===== config.mk =====
export PLATFORM = sky130hd
export DESIGN_NAME = datapath_controller
export DESIGN_NICKNAME = d
export VERILOG_FILES = /design/src/rtl/ctrl_pkg.sv /design/src/rtl/instr_dec.sv /design/src/rtl/datapath_controller.sv
export SDC_FILE = /design/constraint.sdc
export NUM_CORES = 1
export LEC_CHECK = 0
export ABC_AREA = 1
export BUFFER_PORTS_ARGS = -buffer_cell sky130_fd_sc_hd__buf_2
export CAP_MARGIN = 15
export CORE_UTILIZATION = 41
export CTS_CLUSTER_SIZE = 20
export DETAILED_ROUTE_END_ITERATION = 7
export PLACE_DENSITY = 0.87
export SETUP_SLACK_MARGIN = 0.4
export SLEW_MARGIN = 0
export SYNTH_ARGS = -nofsm -noshare
export SYNTH_HDL_FRONTEND = slang
export SYNTH_SLANG_ARGS = --single-unit

===== constraint.sdc =====
create_clock -name clk -period 1.9 [get_ports clk]
set_input_delay 0.57 -clock clk [delete_from_list [all_inputs] [get_ports clk]]
set_output_delay 0.57 -clock clk [all_outputs]
set_load 0.01 [all_outputs]

===== src/rtl/ctrl_pkg.sv =====
// Shared types and encodings for the datapath control stage.
// Holds the FSM state type, instruction classes and opcode/ALU/shift encodings.
package ctrl_pkg;

    localparam int DW_DEF    = 16;
    localparam int RNUMW_DEF = 3;

    typedef enum logic [2:0] {
        WAIT,
        DECODE,
        WR_IMM,
        GET_A,
        GET_B,
        ALU,
        WR_REG
    } state_t;

    typedef enum logic [1:0] {
        CLS_IMM,
        CLS_MOVREG,
        CLS_ALU,
        CLS_ILLEGAL
    } iclass_t;

    localparam logic [2:0] OPC_MOV = 3'b110;
    localparam logic [2:0] OPC_ALU = 3'b101;

    // Sub-op field values under OPC_MOV
    localparam logic [1:0] MOV_OP_IMM = 2'b10;
    localparam logic [1:0] MOV_OP_REG = 2'b00;

    localparam logic [1:0] ALU_ADD = 2'b00;
    localparam logic [1:0] ALU_CMP = 2'b01;
    localparam logic [1:0] ALU_AND = 2'b10;
    localparam logic [1:0] ALU_MVN = 2'b11;

    localparam logic [1:0] SH_NONE = 2'b00;
    localparam logic [1:0] SH_LSL1 = 2'b01;
    localparam logic [1:0] SH_LSR1 = 2'b10;
    localparam logic [1:0] SH_ASR1 = 2'b11;

endpackage


===== src/rtl/instr_dec.sv =====
// Combinational instruction decoder: splits the IR into fields, sign-extends
// the 8-bit immediate and classifies the instruction.
module instr_dec
    import ctrl_pkg::*;
#(
    parameter int DW    = DW_DEF,
    parameter int RNUMW = RNUMW_DEF
) (
    input  logic [DW-1:0]    ir,
    output logic [1:0]       op,
    output logic [RNUMW-1:0] rn,
    output logic [RNUMW-1:0] rd,
    output logic [1:0]       sh,
    output logic [RNUMW-1:0] rm,
    output logic [DW-1:0]    sximm8,
    output iclass_t          iclass
);

    logic [2:0] opcode;

    assign opcode = ir[15:13];
    assign op     = ir[12:11];
    assign rn     = ir[8 +: RNUMW];
    assign rd     = ir[5 +: RNUMW];
    assign sh     = ir[4:3];
    assign rm     = ir[0 +: RNUMW];

    assign sximm8[7:0] = ir[7:0];
    genvar gi;
    generate
        for (gi = 8; gi < DW; gi++) begin : g_sext
            assign sximm8[gi] = ir[7];
        end
    endgenerate

    // Anything not explicitly recognised is illegal and must never execute
    always_comb begin
        iclass = CLS_ILLEGAL;
        if (opcode == OPC_MOV && op == MOV_OP_IMM) begin
            iclass = CLS_IMM;
        end else if (opcode == OPC_MOV && op == MOV_OP_REG) begin
            iclass = CLS_MOVREG;
        end else if (opcode == OPC_ALU) begin
            iclass = CLS_ALU;
        end
    end

endmodule


===== src/rtl/datapath_controller.sv =====
// Control stage for the register-file/ALU datapath: latches an instruction,
// decodes it and sequences a Moore FSM that drives every datapath strobe.
module datapath_controller
    import ctrl_pkg::*;
#(
    parameter int DW    = DW_DEF,
    parameter int RNUMW = RNUMW_DEF
) (
    input  logic             clk,
    input  logic             reset_n,
    input  logic [DW-1:0]    in,
    input  logic             load,
    input  logic             s,
    output logic             w,
    output logic             err_illegal,
    output logic             loada,
    output logic             loadb,
    output logic             loadc,
    output logic             loads,
    output logic             asel,
    output logic             bsel,
    output logic             vsel,
    output logic             write,
    output logic [1:0]       ALUop,
    output logic [1:0]       shift,
    output logic [RNUMW-1:0] readnum,
    output logic [RNUMW-1:0] writenum,
    output logic [DW-1:0]    datapath_in
);

    state_t          state_reg, state_next;
    logic [DW-1:0]   ir_reg;
    logic            err_reg;

    logic [1:0]       op;
    logic [RNUMW-1:0] rn, rd, rm;
    logic [1:0]       sh;
    logic [DW-1:0]    sximm8;
    iclass_t          iclass;
    logic             is_cmp;

    logic             loada_raw, loadb_raw, loadc_raw, loads_raw;
    logic             asel_raw, bsel_raw, vsel_raw, write_raw;
    logic [1:0]       aluop_raw, shift_raw;
    logic [RNUMW-1:0] readnum_raw, writenum_raw;
    logic [DW-1:0]    datapath_in_raw;

    instr_dec #(
        .DW    (DW),
        .RNUMW (RNUMW)
    ) u_dec (
        .ir     (ir_reg),
        .op     (op),
        .rn     (rn),
        .rd     (rd),
        .sh     (sh),
        .rm     (rm),
        .sximm8 (sximm8),
        .iclass (iclass)
    );

    assign is_cmp = (iclass == CLS_ALU) && (op == ALU_CMP);

    // IR and the error flag only move while idle, so they hold for the whole instruction
    always_ff @(posedge clk) begin
        if (!reset_n) begin
            state_reg <= WAIT;
            ir_reg    <= '0;
            err_reg   <= 1'b0;
        end else begin
            state_reg <= state_next;
            if (state_reg == WAIT && load) begin
                ir_reg <= in;
            end
            if (state_reg == WAIT && s) begin
                err_reg <= 1'b0;
            end else if (state_reg == DECODE && iclass == CLS_ILLEGAL) begin
                err_reg <= 1'b1;
            end
        end
    end

    always_comb begin
        state_next = state_reg;
        case (state_reg)
            WAIT:   if (s) state_next = DECODE;
            DECODE: begin
                case (iclass)
                    CLS_IMM:    state_next = WR_IMM;
                    CLS_MOVREG: state_next = GET_B;
                    CLS_ALU:    state_next = GET_A;
                    default:    state_next = WAIT;
                endcase
            end
            WR_IMM: state_next = WAIT;
            GET_A:  state_next = GET_B;
            GET_B:  state_next = ALU;
            ALU:    state_next = is_cmp ? WAIT : WR_REG;
            WR_REG: state_next = WAIT;
            default: state_next = WAIT;
        endcase
    end

    always_comb begin
        loada_raw       = 1'b0;
        loadb_raw       = 1'b0;
        loadc_raw       = 1'b0;
        loads_raw       = 1'b0;
        asel_raw        = 1'b0;
        bsel_raw        = 1'b0;
        vsel_raw        = 1'b0;
        write_raw       = 1'b0;
        aluop_raw       = ALU_ADD;
        shift_raw       = SH_NONE;
        readnum_raw     = '0;
        writenum_raw    = '0;
        datapath_in_raw = '0;
        case (state_reg)
            WR_IMM: begin
                vsel_raw        = 1'b1;
                write_raw       = 1'b1;
                writenum_raw    = rn;
                datapath_in_raw = sximm8;
            end
            GET_A: begin
                readnum_raw = rn;
                loada_raw   = 1'b1;
            end
            GET_B: begin
                readnum_raw = rm;
                loadb_raw   = 1'b1;
            end
            ALU: begin
                shift_raw = sh;
                // MOV-reg passes the shifted B through an adder with A forced to zero
                asel_raw  = (iclass == CLS_MOVREG);
                aluop_raw = (iclass == CLS_ALU) ? op : ALU_ADD;
                loads_raw = is_cmp;
                loadc_raw = !is_cmp;
            end
            WR_REG: begin
                write_raw    = 1'b1;
                writenum_raw = rd;
            end
            default: ;
        endcase
    end

    // Reset gates everything combinationally so an aborted instruction never writes
    assign {loada, loadb, loadc, loads, asel, bsel, vsel, write,
            ALUop, shift, readnum, writenum, datapath_in} =
        reset_n ? {loada_raw, loadb_raw, loadc_raw, loads_raw,
                   asel_raw, bsel_raw, vsel_raw, write_raw,
                   aluop_raw, shift_raw, readnum_raw, writenum_raw, datapath_in_raw}
                : '0;

    assign w           = (state_reg == WAIT);
    assign err_illegal = err_reg;

endmodule

* Yosys cells after proc, flatten, opt, wreduce, memory -nomap -nowiden *
Cells that the tools add are included.

operators by class
  muxes and demuxes = 21
  bitwise logic cells = 1
  reductions and logical operators = 12
  eq/ne operators = 14

operators by type and width
  kind                                                              number
  34-bit two-way mux                                                1
  16-bit two-way mux                                                1
  3-bit == test (second input constant)                             5
  3-bit case mux with 5 select lines                                1
  3-bit case mux with 2 select lines                                2
  2-bit two-way mux                                                 5
  3-bit case mux with 3 select lines                                1
  1-bit two-way mux                                                 8
  2-bit == test (second input constant)                             3
  3-bit by 2-bit == test with 1-bit output (second input constant)  2
  1-bit logical AND                                                 6
  3-bit two-way mux                                                 2
  2-bit by 1-bit == test with 1-bit output (second input constant)  2
  2-bit logical NOT                                                 2
  2-bit OR reduction                                                2
  3-bit by 1-bit == test with 1-bit output (second input constant)  1
  3-bit logical NOT                                                 1
  2-bit inequality test (second input constant)                     1
  1-bit logical NOT                                                 1
  1-bit NOT                                                         1

word-level totals
  word-level logic and storage cells = 51
  output and inout bits = 36
  bits in registers = 20
  input port bits = 20

* Logic depth before layout (Yosys ltp) *
Gate-level depths: netlist of run 1.

  word-level depth = 9
  mapped depth = 8
  depth with buffers taken out = 7

* Cells and area by module *
A second synthesis of run 1 with hierarchy kept.

second synthesis, totals
  cells, all modules = 257
  area, all modules = 1,483.9 µm²

by module, submodules not included
  module               sequential area each (µm²)  instances  area each (µm²)  cells each
  datapath_controller  400.4                       1          1,224.9          218
  instr_dec            0.0                         1          259.0            39

* Least setup slack after synthesis of run 1 *
Ideal clock, no wire load.

  path kind = input -> output
  from = in reset_n
  to = out datapath_in[10]
  required time = 1.330 ns
  cell stages on the path = 4
  arrival = 1.533 ns
  slack = -0.203 ns
  path buffers = 2
  cells stage by stage = buf_2 -> nand2_1 -> nor2_1 -> buf_4

on the way
  longest elaborated chain between the ends = 1

ends and longest elaborated chain
  what                RTL line                    RTL
  start, declared     datapath_controller.sv:10   input logic reset_n,
  34-bit two-way mux  datapath_controller.sv:152  reset_n ? {loada_raw, loadb_raw, loadc_raw, loads_raw,
  end, declared       datapath_controller.sv:28   output logic [DW-1:0] datapath_in

Every way passes these cells.

* Worst setup path after layout of run 1 *
  from = reg state_reg[2]
  to = out datapath_in[15]

on the way
  longest elaborated chain between the ends = 3

ends and longest elaborated chain
  what                                      RTL line                    RTL
  start, declared                           datapath_controller.sv:31   state_t state_reg, state_next;
  start signal, assigned                    datapath_controller.sv:71   state_reg <= state_next;
  3-bit by 2-bit == test with 1-bit output  datapath_controller.sv:118  case (state_reg)
  16-bit two-way mux                        datapath_controller.sv:118
  34-bit two-way mux                        datapath_controller.sv:152

Every way passes these cells.

==> results of run 1 <==
placed cells by master, fill, tap and decap left out, types with 2 or more instances in the layout:
| master | instances |
|---|---|
| buf_2 | 48 |
| nand2_1 | 37 |
| nand3_1 | 20 |
| a21oi_1 | 17 |
| dfxtp_1 | 17 |
| inv_1 | 15 |
| buf_4 | 13 |
| nor2_1 | 11 |
| buf_6 | 9 |
| nor2_4 | 8 |
| nand2_4 | 5 |
| nor2_2 | 5 |
| a21oi_2 | 5 |
| inv_2 | 4 |
| nor3_2 | 3 |
| nand2_2 | 3 |
| o21ai_2 | 3 |
| clkbuf_4 | 3 |
| dfxtp_4 | 3 |
| nand2_8 | 2 |
report_power, final:
part | internal (W) | switching (W) | total, W
Clock | 0.000117 | 0.000127 | 0.000244
Combinational | 0.0000808 | 0.000112 | 0.000193
Sequential | 0.000442 | 0.0000237 | 0.000466
kinds of logic after synthesis:
kind of cell / count (synthesis)
flops: 20
other cells: 1
compound gates: 27
simple gates: 95
buf+inv: 38
final cells by class:
cell class / instances / area, µm² / area share [%]
clock buffer: 4 / 36.3 / 2.04
inverter: 22 / 95.1 / 5.33
multi-input combinational: 125 / 743 / 41.7
sequential: 20 / 412 / 23.1
tap: 30 / 37.5 / 2.11
timing repair buffer: 71 / 459 / 25.8
Yosys cell counts (2+ instances only):
library cell and instances:
clkbuf_1 2, inv_1 21, dfxtp_1 20, o21ai_0 5, buf_6 3, nand2_1 45
nand3_1 20, a21oi_1 22, nor3_1 4, buf_4 9, nor2_1 23
layer usage:
layer / vias up / GRT usage [%]
li1: 689 / -
met1: 642 / 29.1
met2: 61 / 43.0
met3: 5 / 3.01
met4: 0 / 9.58
met5: - / 0
through the flow:
stage          util [%]  power [W]  TNS, ps  hold slack [ps]
2_1_floorplan         -   0.000583        0              437
3_3_place_gp       58.1   0.000614        0              429
3_5_place_dp       58.1   0.000619    -77.1              432
4_1_cts            65.1   0.000873     -202              449
5_1_grt            69.4   0.000949    -2780              480
6_report           69.4   0.000902     -602              447
timing repair:
action	in CTS	in global routing
endpoints found under the setup margin	34	50
gates resized for setup	26	21
setup buffers	8	2
pin swaps	5	3
gates cloned	1	1
endpoints found under the hold margin	0	0
worst min-delay path by stage:
stage	from	endpoint	slack, ps	cells past startpoint
after global routing	err_illegal	err_illegal	480	2
after floorplan	ir_reg[3]	ir_reg[3]	440	2
after global placement	err_illegal	err_illegal	430	2
after CTS	err_illegal	err_illegal	450	2
after detailed placement	err_illegal	err_illegal	430	2
final	err_illegal	err_illegal	450	2
worst max-delay path: stages (launching register included):
cell     delay [ps]
dfxtp_4         380
buf_6           130
nor2_4          170
nand2_8         110
nor2_4          130
buf_2           150
==> impl_metrics.env, run 1 <==
export IMPL_cp_required_ps=1330
export IMPL_cts_tree="done"
export IMPL_worstPathArrival_ps=1380
export IMPL_antenna_left=0
export IMPL_start_kind="flip-flop"
export IMPL_dp_slack_ps=-10.2
export IMPL_wirelength_um=3570
export IMPL_io_buffers=54
export IMPL_htreeDepth=1
export IMPL_finalCritPeriodShare_pct=102
export IMPL_postPlaceCellArea_um2=1490
export IMPL_numCtsBuffers=3
export IMPL_hold_class="reg -> reg"
export IMPL_grt_pass1_wl_um=5210
export IMPL_synth_nets=201
export IMPL_fin_crit_ps=1950
export IMPL_viasPerCell=5.14
export IMPL_cp_max_fo=10
export IMPL_num_io_pins=56
export IMPL_timing_rr_start="state_reg[0]"
export IMPL_areaGrowthSynthToFinish_pct=54.7
export IMPL_n_antenna_cell=0
export IMPL_synth_avg_cell_area_um2=6.37
export IMPL_r2r_end="ir_reg[5]"
export IMPL_stdcell_area_um2=1780
export IMPL_synth_xor_area_share_pct=0
export IMPL_clk_pin_slew_worst_paths_ps=110
export IMPL_violations="setup timing"
export IMPL_r2r_slack_ps=470
export IMPL_grt_antenna_before_repair=0
export IMPL_grt_start_max_net_pins=19
export IMPL_synth_area_leaders="dfxtp_1 35%, nand2_1 15%, a21oi_1 9.6%, nand3_1 8.7%, nor2_1 7.5%"
export IMPL_synth_edf_count=0
export IMPL_ys_async_sr_fraction_pct=0
export IMPL_first_pass_iters=4
export IMPL_synth_flop_cell="dfxtp_1"
export IMPL_criticalPathCategory="reg -> out"
export IMPL_fillers=203
export IMPL_synthAdderAreaFrac_pct=0
export IMPL_place_gp_congestion=0.810
export IMPL_grt_pass1_vias=1237
export IMPL_drtIter0Drc=63
export IMPL_drv_slew=0
export IMPL_cts_hold_buf=0
export IMPL_yosys_warnings=0
export IMPL_reg2reg_depth=8
export IMPL_clkLatencyLatePin_ps=300
export IMPL_dp_cells=256
export IMPL_fin_ws_ps=-46.8
export IMPL_muxShareOfSynthArea_pct=0
export IMPL_core_um2=2570
export IMPL_fin_skew_ps=0.474
export IMPL_rows=18
export IMPL_cp_end_kind="primary output"
export IMPL_worstSetupEndpoint="datapath_in[15]"
export IMPL_met1_length_um=1420
export IMPL_num_vias=1397
export IMPL_gr_usage_all_layers_pct=24.1
export IMPL_largest_register_ffs=16
export IMPL_syn_area_um2=1150
export IMPL_leakagePower_nw=0.828
export IMPL_detail_route_wl_per_cell_um=13.1
export IMPL_worstSetupStartpoint="state_reg[2]"
export IMPL_final_cells=272
export IMPL_cap_viol_max_count=0
export IMPL_drc_errors=0
export IMPL_hpwl_um=2220
export IMPL_fmaxAchievable_mhz=514
export IMPL_yosysUniqueCellTypes=18
export IMPL_fp_dieArea_um2=3030
export IMPL_final_nets=263
export IMPL_synth_top_family_by_area="simple AND/OR/NAND/NOR gates"
export IMPL_dr_wl_met3_um=223
export IMPL_top_layer="met4"
export IMPL_setup_viol_count_final=20
export IMPL_ys_seq_area_share_pct=34.7
export IMPL_synth_compound_area_share_pct=11.7
export IMPL_cts_root_buf="clkbuf_4"
export IMPL_start_util_pct=44.9
export IMPL_syn_inst=181
export IMPL_yosys_area_top_type="dfxtp_1"
export IMPL_hold_violations=0
export IMPL_cts_path_max_buffers=2
export IMPL_peakVddDrop_uv=592
export IMPL_die_h_um=55.0
export IMPL_cts_sinks=20
export IMPL_ys_ff_latch=20
export IMPL_gr_total_overflow=0
export IMPL_rsz0062_at_grt="true"
export IMPL_route_met2_wl_um=1890
export IMPL_layout_drive_gt1_share_pct=49.6
export IMPL_dieWidth_um=55.0
export IMPL_synth_top_cell_area_share_pct=34.7
export IMPL_status="finished, violations left"
export IMPL_power_density_nw_per_um2=506
export IMPL_yosys_area_share_simple_pct=35.5
Note: power is estimated with default switching activity, not from simulation.
==> inputs of run 2 (changes only) <==
SETUP_SLACK_MARGIN = not set   (was 0.4)
SKIP_CTS_REPAIR_TIMING = 1   (was not set)
==> run 2 against run 1 <==
  * The run still ends with setup timing left
  * Maximum frequency decreased by 2.9%
  * Clock-buffer cell count shrank 1
  * Clock skew is 8.2 ps higher
  * Critical path depth grew 1
  * Final cell count is 2.9% lower
  * Via count fell by 4.2%
  * Wire length fell by 5.6%
  * Largest cell class unchanged
  * Design area decreased by 11%
  * Global-route usage decreased by 1.7 points
  * Highest routed layer unchanged
  * Die area did not move
  * Critical path type unchanged
  * Sequential share of layout area grew 3.1 points
==> impl_metrics.env, run 2 (synthesis results as in run 1) <==
export IMPL_final_nets=255
export IMPL_cts_sinks=20
export IMPL_cp_end_kind="primary output"
export IMPL_antenna_left=0
export IMPL_rows=18
export IMPL_hpwl_um=2180
export IMPL_final_cell_mix="53 x buf_2, 39 x nand2_1, 21 x a21oi_1"
export IMPL_drv_slew=0
export IMPL_grt_start_max_net_pins=19
export IMPL_setup_viol_count_final=25
export IMPL_dieWidth_um=55.0
export IMPL_start_kind="flip-flop"
export IMPL_fin_ws_ps=-106
export IMPL_cp_max_fo=8
export IMPL_htreeDepth=1
export IMPL_finalCritPeriodShare_pct=106
export IMPL_fp_dieArea_um2=3030
export IMPL_hold_class="reg -> reg"
export IMPL_power_total_w=0.000979
export IMPL_criticalPathCategory="reg -> out"
export IMPL_num_io_pins=56
export IMPL_peakVddDrop_uv=453
export IMPL_cts_tree="done"
export IMPL_cap_viol_max_count=0
export IMPL_clk_pin_slew_worst_paths_ps=110
export IMPL_final_common_cell="buf_2"
export IMPL_fin_crit_ps=2010
export IMPL_cts_root_buf="clkbuf_4"
export IMPL_leakagePower_nw=0.773
export IMPL_layout_drive_gt1_share_pct=41.5
export IMPL_detail_route_wl_per_cell_um=12.8
export IMPL_rsz0062_at_grt="true"
export IMPL_whs_ps=449
export IMPL_fmaxAchievable_mhz=499
export IMPL_fin_skew_ps=8.67
export IMPL_die_h_um=55.0
export IMPL_num_vias=1338
export IMPL_n_antenna_cell=0
export IMPL_worstPathArrival_ps=1440
export IMPL_violations="setup timing"
export IMPL_core_um2=2570
export IMPL_hold_violations=0
export IMPL_drc_errors=0
export IMPL_grt_pass1_wl_um=4770
export IMPL_drtIter0Drc=34
export IMPL_status="finished, violations left"
export IMPL_largest_register_ffs=16
export IMPL_gr_total_overflow=0
export IMPL_power_density_nw_per_um2=619
export IMPL_io_buffers=54
export IMPL_wirelength_um=3370
export IMPL_cp_required_ps=1330
export IMPL_numCtsBuffers=3
export IMPL_clkLatencyLatePin_ps=320
export IMPL_start_util_pct=44.9
export IMPL_cts_path_max_buffers=2
export IMPL_grt_antenna_before_repair=0
export IMPL_place_gp_congestion=0.942
export IMPL_gr_usage_all_layers_pct=22.4
export IMPL_first_pass_iters=4
export IMPL_viasPerCell=5.07
export IMPL_areaGrowthSynthToFinish_pct=37.2
export IMPL_grt_pass1_vias=1105
run 2: cell types whose count changed in the layout (fill, tap and decap cells not counted), sizes merged:
| cell | before | now |
|---|---|---|
| buf | 71 | 65 |
| bufinv | 0 | 1 |
| clkbuf | 4 | 3 |
| nand2 | 47 | 46 |
| nor2 | 24 | 23 |
run 2: critical path: stages (launching register included):
cell	delay, ps
dfxtp_4	390
buf_4	170
nor2_4	120
nand2_2	90
buf_6	150
nor2_1	80
buf_2	130
run 2: report_power, final:
| group | internal, W | switching [W] |
|---|---|---|
| clock network | 0.000214 | 0.000147 |
| logic | 0.0000600 | 0.0000929 |
| registers | 0.000443 | 0.0000228 |
| total | 0.000717 | 0.000262 |
run 2: layout make-up:
class	count	area [µm²]
Fill cell	224	986
Multi-Input combinational cell	123	627
Sequential cell	20	414
Timing Repair Buffer	65	359
Inverter	22	91.3
Tap cell	30	37.5
Clock inverter	1	30.0
Clock buffer	3	22.5
run 2: routing by layer:
metal  wire length (µm)  GRT usage [%]  vias to the layer above  part of all wire (%)
met2               1710           35.9                       59                    51
met3                204           2.19                        9                   6.1
li1                   -              -                      667                     -
met4                 81           14.2                        0                   2.4
met5                  0              0                        -                     0
met1               1380           28.6                      603                    41
run 2: stage by stage:
step | cell area (µm²) | std cells | setup slack, ps | TNS, ps | util, %
2_1_floorplan | 1160 | 181 | 9.91 | 0 | -
4_1_cts | 1450 | 259 | -242 | -4540 | 56.4
6_report | 1580 | 264 | -106 | -1580 | 61.6
5_1_grt | 1580 | 264 | -158 | -3530 | 61.6
3_3_place_gp | 1400 | 255 | 44.1 | 0 | 54.3
3_5_place_dp | 1400 | 255 | 36.4 | 0 | 54.3
run 2: path summary, 6_finish.rpt:
| check | startpoint | to | slack [ps] | cells past startpoint |
|---|---|---|---|---|
| min reg2reg | err_illegal | err_illegal | 450 | 2 |
| min | err_illegal | err_illegal | 450 | 2 |
| max | state_reg[2] | datapath_in[6] | -110 | 6 |
| max reg2reg | state_reg[2] | ir_reg[11] | 420 | 6 |
==> inputs of run 3 (changes only) <==
CELL_PAD_IN_SITES_DETAIL_PLACEMENT = 0   (was not set)
CELL_PAD_IN_SITES_GLOBAL_PLACEMENT = 1   (was not set)
CORE_UTILIZATION = 27   (was 41)
==> run 3 against run 2 <==
  * The run still ends with setup timing left
  * Core utilization fell by 18 points
  * Clock skew fell by 5.3 ps
  * Power fell by 7.8%
  * First-iteration DRC count rose by 5.9%
  * Via count fell by 4.0%
  * Global-route usage fell by 7.6 points
  * Critical path depth did not move
  * Largest power group unchanged
  * Highest routed layer unchanged
==> impl_metrics.env, run 3 (synthesis results as in run 1) <==
export IMPL_num_io_pins=56
export IMPL_hpwl_um=2340
export IMPL_gr_usage_all_layers_pct=14.8
export IMPL_worstHoldStart="err_illegal"
export IMPL_grt_antenna_before_repair=0
export IMPL_dieWidth_um=67.3
export IMPL_fmaxAchievable_mhz=510
export IMPL_final_cells=287
export IMPL_drc_errors=0
export IMPL_cts_sinks=20
export IMPL_whs_ps=447
export IMPL_cts_tree="done"
export IMPL_fin_ws_ps=-62.6
export IMPL_leakagePower_nw=0.806
export IMPL_peakVddDrop_uv=363
export IMPL_fin_crit_ps=1960
export IMPL_cts_root_buf="clkbuf_8"
export IMPL_grt_pass1_vias=1153
export IMPL_timing_rr_start="state_reg[2]"
export IMPL_hold_violations=0
export IMPL_core_um2=4060
export IMPL_rows=23
export IMPL_cp_end_kind="primary output"
export IMPL_first_pass_iters=5
export IMPL_gr_total_overflow=0
export IMPL_r2r_end="ir_reg[14]"
export IMPL_holdPathStages=2
export IMPL_criticalPathCategory="reg -> out"
export IMPL_final_nets=259
export IMPL_drv_slew=0
export IMPL_htreeDepth=1
export IMPL_wirelength_um=3440
export IMPL_stdcell_area_um2=1760
export IMPL_viasPerCell=4.48
export IMPL_setup_viol_count_final=12
export IMPL_reg2reg_depth=6
export IMPL_grt_pass1_wl_um=5030
export IMPL_cap_viol_max_count=0
export IMPL_die_h_um=67.3
export IMPL_place_gp_congestion=0.814
export IMPL_io_buffers=54
export IMPL_r2r_slack_ps=440
export IMPL_detail_route_wl_per_cell_um=12.0
export IMPL_finalCritPeriodShare_pct=103
export IMPL_areaGrowthSynthToFinish_pct=52.8
export IMPL_dp_cells=275
export IMPL_start_kind="flip-flop"
export IMPL_rsz0062_at_grt="true"
export IMPL_hold_end="err_illegal"
export IMPL_clkLatencyLatePin_ps=260
export IMPL_worstPathArrival_ps=1390
export IMPL_largest_register_ffs=16
export IMPL_antenna_left=0
export IMPL_violations="setup timing"
export IMPL_final_cell_mix="42 x buf_2, 39 x nand2_1, 20 x nand3_1"
export IMPL_cp_max_fo=5
export IMPL_utilization_pct=43.4
export IMPL_postPlaceCellArea_um2=1420
export IMPL_n_antenna_cell=0
export IMPL_hold_class="reg -> reg"
export IMPL_num_vias=1285
export IMPL_clk_pin_slew_worst_paths_ps=70
export IMPL_drtIter0Drc=36
export IMPL_dp_slack_ps=-77.1
export IMPL_final_common_cell="buf_2"
export IMPL_fp_dieArea_um2=4530
export IMPL_cts_path_max_buffers=2
export IMPL_cp_required_ps=1330
export IMPL_layout_drive_gt1_share_pct=45.6
export IMPL_numCtsBuffers=3
export IMPL_power_density_nw_per_um2=513
export IMPL_grt_start_max_net_pins=19
export IMPL_start_util_pct=28.4
export IMPL_status="finished, violations left"
export IMPL_fin_skew_ps=3.40
## run 3: cell count changes in the layout (fill, tap and decap cells not counted), sizes merged
| cell | change |
|---|---|
| nand2 | +1 |
| nor2 | +1 |
| bufinv | -1 |
| buf | +2 |
## run 3: routing by layer
metal	routed length (µm)	vias up	global-route usage, %	share of wire (%)
li1	-	677	-	-
met1	1650	567	19.3	48
met2	1530	36	23.1	45
met3	204	5	3.55	5.9
met4	48	0	6.38	1.4
met5	0	-	0	0
## run 3: cell type report
| cell class | instances | area [µm²] |
|---|---|---|
| clock buffers | 3 | 41.3 |
| well taps | 50 | 62.6 |
| multi-input cells | 125 | 709 |
| flip-flops and latches | 20 | 412 |
| fillers | 412 | 2300 |
| repair buffers | 67 | 447 |
| inverters | 22 | 88.8 |
## run 3: worst max-delay path by stage
stage | from | end | slack, ps | cells past startpoint
floorplan | reset_n | writenum[0] | 10 | 5
CTS | state_reg[1] | datapath_in[11] | -240 | 5
finish | state_reg[0] | datapath_in[13] | -60 | 6
global route | state_reg[2] | readnum[0] | -140 | 8
global placement | reset_n | datapath_in[9] | -40 | 4
detailed placement | reset_n | datapath_in[12] | -80 | 4
## run 3: power breakdown
part | total [W] | internal [W] | switching, W | leakage [nW]
sequential | 0.000466 | 0.000443 | 0.0000230 | 0.166
combinational | 0.000156 | 0.0000596 | 0.0000967 | 0.618
clock | 0.000281 | 0.000141 | 0.000140 | 0.0216
total | 0.000903 | 0.000643 | 0.000259 | 0.806
## run 3: worst max-delay path: stages (launching register included)
cell and delay [ps]:
dfxtp_4 380, inv_4 90, nand2_4 60, nor2_4 140, nand2_4 110, nor2_4 220
buf_6 140
## run 3: per-stage QoR
stage / total power, W / TNS [ps]
after floorplan: 0.000570 / 0
after global placement: 0.000610 / -390
after detailed placement: 0.000611 / -708
after CTS: 0.000892 / -4650
after global routing: 0.000958 / -1780
final: 0.000903 / -365
